==> config.mk <==
export PLATFORM = sky130hd
export DESIGN_NAME = branch_predictor
export DESIGN_NICKNAME = d
export VERILOG_FILES = /design/src/rtl/branch_predictor.sv
export SDC_FILE = /design/constraint.sdc
export NUM_CORES = 2
export LEC_CHECK = 0
export CORE_UTILIZATION = 56
export DETAILED_ROUTE_END_ITERATION = 10
export PLACE_DENSITY = 0.89
export SKIP_CTS_REPAIR_TIMING = 1
export SLEW_MARGIN = 20
export SYNTH_ARGS = -nofsm -noshare
export SYNTH_HDL_FRONTEND = slang
export SYNTH_SLANG_ARGS = --single-unit
==> constraint.sdc <==
create_clock -name clk -period 5.7 [get_ports clk]
set_clock_uncertainty 0.15 [all_clocks]
set_input_delay 1.14 -clock clk [delete_from_list [all_inputs] [get_ports clk]]
set_output_delay 1.14 -clock clk [all_outputs]
set_load 0.01 [all_outputs]
==> src/rtl/branch_predictor.sv <==
// Fetch-stage direction/target predictor with D-stage training, mispredict
// redirect (delay-slot aware) and resolved-branch statistics.
module branch_predictor #(
  parameter int unsigned ENTRIES = 16,
  parameter int unsigned TAGW    = 30 - $clog2(ENTRIES)
) (
  input  logic        clk,
  input  logic        rst_n,
  input  logic [31:0] f_pc,
  output logic        pred_taken,
  output logic [31:0] pred_target,
  input  logic        upd_valid,
  input  logic [31:0] upd_pc,
  input  logic [3:0]  upd_branchop,
  input  logic        upd_taken,
  input  logic [31:0] upd_target,
  input  logic        upd_pred_taken,
  input  logic [31:0] upd_pred_target,
  input  logic        stall,
  output logic        mispredict,
  output logic [31:0] redirect_pc,
  output logic [31:0] br_cnt,
  output logic [31:0] miss_cnt
);
  localparam int unsigned IDX = $clog2(ENTRIES);

  logic            valid_q [ENTRIES];
  logic [TAGW-1:0] tag_q   [ENTRIES];
  logic [31:0]     tgt_q   [ENTRIES];
  logic [1:0]      ctr_q   [ENTRIES];
  logic [31:0]     br_cnt_q, br_cnt_d;
  logic [31:0]     miss_cnt_q, miss_cnt_d;

  logic [IDX-1:0]  f_idx, u_idx;
  logic [TAGW-1:0] f_tag, u_tag;
  logic            f_hit, u_hit, res, tbl_we;
  logic [1:0]      ctr_d;
  logic [31:0]     tgt_d;
  logic            unused_pc_bits;

  assign f_idx = f_pc[IDX+1:2];
  assign f_tag = f_pc[31:IDX+2];
  assign u_idx = upd_pc[IDX+1:2];
  assign u_tag = upd_pc[31:IDX+2];
  assign unused_pc_bits = ^{f_pc[1:0], upd_pc[1:0]};

  assign f_hit       = valid_q[f_idx] && (tag_q[f_idx] == f_tag);
  assign pred_taken  = f_hit & ctr_q[f_idx][1];
  assign pred_target = pred_taken ? tgt_q[f_idx] : f_pc + 32'd4;

  // rst_n gates resolution so nothing is flagged or counted while in reset
  assign res = rst_n & upd_valid & (upd_branchop <= 4'd5) & ~stall;
  assign u_hit = valid_q[u_idx] && (tag_q[u_idx] == u_tag);

  assign mispredict  = res & ((upd_taken != upd_pred_taken) |
                              (upd_taken & (upd_pred_target != upd_target)));
  assign redirect_pc = upd_taken ? upd_target : upd_pc + 32'd8;

  assign br_cnt_d   = br_cnt_q + {31'd0, res};
  assign miss_cnt_d = miss_cnt_q + {31'd0, mispredict};
  assign br_cnt     = br_cnt_q;
  assign miss_cnt   = miss_cnt_q;

  always_comb begin
    tbl_we = 1'b0;
    ctr_d  = ctr_q[u_idx];
    tgt_d  = tgt_q[u_idx];
    if (res) begin
      if (u_hit) begin
        tbl_we = 1'b1;
        if (upd_taken) begin
          tgt_d = upd_target;
          if (ctr_q[u_idx] != 2'b11) ctr_d = ctr_q[u_idx] + 2'd1;
        end else if (ctr_q[u_idx] != 2'b00) begin
          ctr_d = ctr_q[u_idx] - 2'd1;
        end
      end else if (upd_taken) begin
        tbl_we = 1'b1;
        ctr_d  = 2'b10;
        tgt_d  = upd_target;
      end
    end
  end

  always_ff @(posedge clk or negedge rst_n) begin
    if (!rst_n) begin
      for (int unsigned i = 0; i < ENTRIES; i++) begin
        valid_q[i] <= 1'b0;
        tag_q[i]   <= '0;
        tgt_q[i]   <= '0;
        ctr_q[i]   <= 2'b01;
      end
      br_cnt_q   <= '0;
      miss_cnt_q <= '0;
    end else begin
      if (tbl_we) begin
        valid_q[u_idx] <= 1'b1;
        tag_q[u_idx]   <= u_tag;
        tgt_q[u_idx]   <= tgt_d;
        ctr_q[u_idx]   <= ctr_d;
      end
      br_cnt_q   <= br_cnt_d;
      miss_cnt_q <= miss_cnt_d;
    end
  end
endmodule

==> results by group <==
Synthesis
  • Synthesis warning total: 0
  • Number of flops mapped to enable cells by yosys: 0
  • Distinct cell type count of the synthesized netlist: 71
  • Synthesized netlist cell count: 3944
  • Portion of the post-synthesis area used by sequential elements: 0.451
  • Area share of the largest cell type after synthesis: 0.444
  • Number of flip-flops and latches in the synthesized netlist: around 1000
  • Ys flop type: dfrtp_1
  • Cell area after synthesis: 57800 µm²
  • Post-Syn Area per Cell: 14.6 µm²
  • Net count after synthesis: 4088
  • Proportion of synthesized flip-flops having asynchronous set or reset: 1.00
  • Top post-synthesis cells by area: dfrtp_1 (44%), mux4_2 (22%), mux2_2 (17%)
  • Yosys top cell by area: dfrtp_1

GRT
  • Number of global-route vias before repair: between 40000 and 50000
  • Overall overflow remaining after global route: 0
  • First-pass GRT wire length: 273000 µm
  • Total GRT Usage: 0.358
  • Largest net degree at the start of global routing: 175
  • Number of antenna violations at the first check in global routing: 14

CTS
  • Insertion delay to the later sink of the worst-skew pair: ~0.71 ns
  • CTS buffer count: approximately 110
  • Clock-pin transition on the worst setup and hold timing paths: 0.06 ns
  • Clock tree root buffer cell: clkbuf_16
  • Maximum root-to-sink buffer count: 3
  • CTS tree: built
  • Clock Sinks: 1040
  • CTS H-Tree Depth: 3

STA
  • Worst slew margin relative to its limit: 0.247
  • Setup repair after global routing missed its margin: yes
  • Fin. Hold Viols: 0
  • Hold slack final: 0.310 ns
  • Least-Margin Pin Slew: about 1.1 ns
  • Max Freq: 169 MHz
  • Post-route worst setup slack: -0.213 ns
  • Max Slew Vio Count: 0
  • Final Cycle Share: 1.04
  • Post-layout min period: ~6 ns
  • Count of endpoints failing setup in the final report: 31
  • Total negative setup slack: -4.07 ns

Floorplan
  • Core box area: 102000 µm²
  • Number of placement rows: ~120
  • Die outline height: 323 µm
  • Ports: 268
  • Die Wd: between 300 and 400 µm
  • Total die area: 104000 µm²
  • Initial Util: 0.566

Route
  • ANT nets after route: 0
  • DR vias: 40000
  • First drt pass iteration count: 8
  • Average wire per standard cell: 32.8 µm
  • Via density per instance: 7.07
  • Detailed-route DRC error count: 0
  • Drt total wl: 186000 µm
  • Drt initial violations: around 5300

Setup path
  • Critical Path Most Common Cell: buf_12
  • R2r worst-path depth: 11
  • Critical path endpoint category: output pin
  • Largest stage delay, worst path: 0.62 ns
  • Crit-path cells: buf_16, buf_12, buf_4, mux4_2, mux4_2, xnor2_2, nand2_1, or4_4, nor4_4, buf_12, buf_12, clkbuf_16, nand2_1, o21ai_1, buf_2
  • Max FO, Critical Path: 8
  • R2r setup slk: 1.51 ns
  • Sort of element at the start of the critical path: input port
  • Beginning of the worst register-to-register path: tag_q[167]
  • Worst path arrival time: 4.62 ns
  • Worst R2R End: tag_q[103]
  • Critical-path cell with the highest stage delay: or4_4
  • Type of the worst setup path: in2out
  • Worst path required time: 4.41 ns

Pwr
  • Power density of the placed cells: 251 nW/µm²
  • LEAKAGE: 30.2 nW
  • Total power: 16.8 mW
  • VDD IR-drop max: 0.000243 V

Hold path
  • Class of the tightest hold or removal check: reg2reg
  • Hold Path Depth: 2
  • Hold Startpoint: ctr_q[4]
  • Worst hold path endpoint: ctr_q[4]

Cells and area
  • Fillers: 6627
  • Post-layout instance area: 67000 µm²
  • Area growth syn-to-layout: 16.0%
  • Commonest non-fill, non-tap cell in the layout: dfrtp_1
  • Highest-count cells in the layout ignoring fill and taps: dfrtp_1 (1024), mux2_2 (878), mux4_2 (553), nand2_1 (225), clkdlybuf4s50_1 (222)
  • Layout net count: roughly 4300
  • Share of post-route cells with drive strength above 1: 0.464

Flow run
  • Max-cap violations: 0

Place
  • Post-placement cell area: 62800 µm²
  • Worst slack, placed: -0.758 ns
  • PortBufs: around 270
  • Weighted congestion reported at the end of routability-driven placement: 1.00
  • Sum of net half-perimeters after detailed placement: 120000 µm

Run status
  • Status: complete, but fails checks
  • Violated checks: negative setup slack
==> how the worst max path moves through the flow <==
stage / cells after the start / end / startpoint
6_report: 15 / pred_target[17] / f_pc[2]
5_1_grt: 15 / pred_target[17] / f_pc[2]
4_1_cts: 14 / pred_target[30] / f_pc[2]
3_5_place_dp: 14 / pred_target[30] / f_pc[2]
3_3_place_gp: 13 / pred_target[15] / f_pc[2]
2_1_floorplan: 11 / pred_target[3] / f_pc[3]
==> registers in the layout, summed over array words and instances, names as in the netlist <==
name	cells
ctr_q	32
tag_q	416
tgt_q	512
miss_cnt	32
valid_q	16
br_cnt	32
==> cells by family (layout without fill, tap and decap cells) <==
family                     after synthesis  in the layout  synth area share
adders and majority gates                6              6           0.00130
buffers and inverters                  410            756            0.0396
and+or+nand+nor                        525            525            0.0440
xor gates and xnor gates               201            201            0.0305
other                                    0              4                 0
AOI/OAI and AO/OA                      194            194            0.0218
muxes                                 1568           1568             0.412
DFF                                   1040           1040             0.451
==> worst max-delay path, delay by kind of cell <==
family,cells,cell delay [ns]
XOR/XNOR,1,0.14
AND/OR/NAND/NOR,4,1.19
AO/OA/AOI/OAI,1,0.09
buffers and inverters,7,1.01
multiplexers,2,1.03
==> area by class of cell <==
cell class	count	area (µm²)	area share
diodes	4	10.0	0.000149
clock buffers	159	3210	0.0479
clock inverters	43	526	0.00784
inverters	33	126	0.00189
multi-input cells	2494	29700	0.442
flip-flops and latches	1040	26000	0.389
well taps	1368	1710	0.0255
repair buffers	521	5740	0.0857
==> Yosys cell counts, types with 3 or more instances <==
cell / count
o2bb2ai_1: 14
mux2i_1: 70
ha_1: 6
nor2b_1: 13
dfstp_2: 16
mux2_1: 65
a21oi_1: 21
a2bb2oi_1: 5
a221oi_1: 3
o22ai_1: 7
or2_2: 15
xnor2_1: 145
nand3b_1: 3
o22a_1: 3
buf_6: 64
nor3_1: 18
mux4_2: 553
a22oi_1: 14
nand4_1: 29
buf_4: 48
o211ai_1: 6
inv_1: 32
and2_1: 9
o21ai_1: 10
buf_1: 24
clkbuf_1: 172
or3_1: 3
dfrtp_1: 1024
nand3_1: 70
nand2_1: 235
buf_2: 68
nor4_1: 14
and3_1: 51
a31oi_1: 13
nor2_1: 40
mux2_2: 880
a22o_1: 6
o31ai_1: 3
nor3b_1: 5
xor2_1: 56
o21ai_0: 67
nand2b_1: 8
==> routing by layer <==
layer  routed length [µm]  up-vias  global-route usage
met5                   89        -                   0
met4                 9240       14               0.171
met3                29000      717               0.170
met2                82300     2998               0.517
met1                65100    20800               0.456
li1                     -    15500                   -
==> through the flow <==
step,std cells,utilization
2_1_floorplan,3944,-
6_report,5662,0.657
3_3_place_gp,5435,0.616
5_1_grt,5659,0.657
4_1_cts,5637,0.652
3_5_place_dp,5435,0.616
==> power breakdown <==
group          switching [mW]  internal, mW
Combinational           0.975         0.760
Sequential              0.145          7.55
Clock                    3.13          4.28
(Power assumes the default switching activity.)
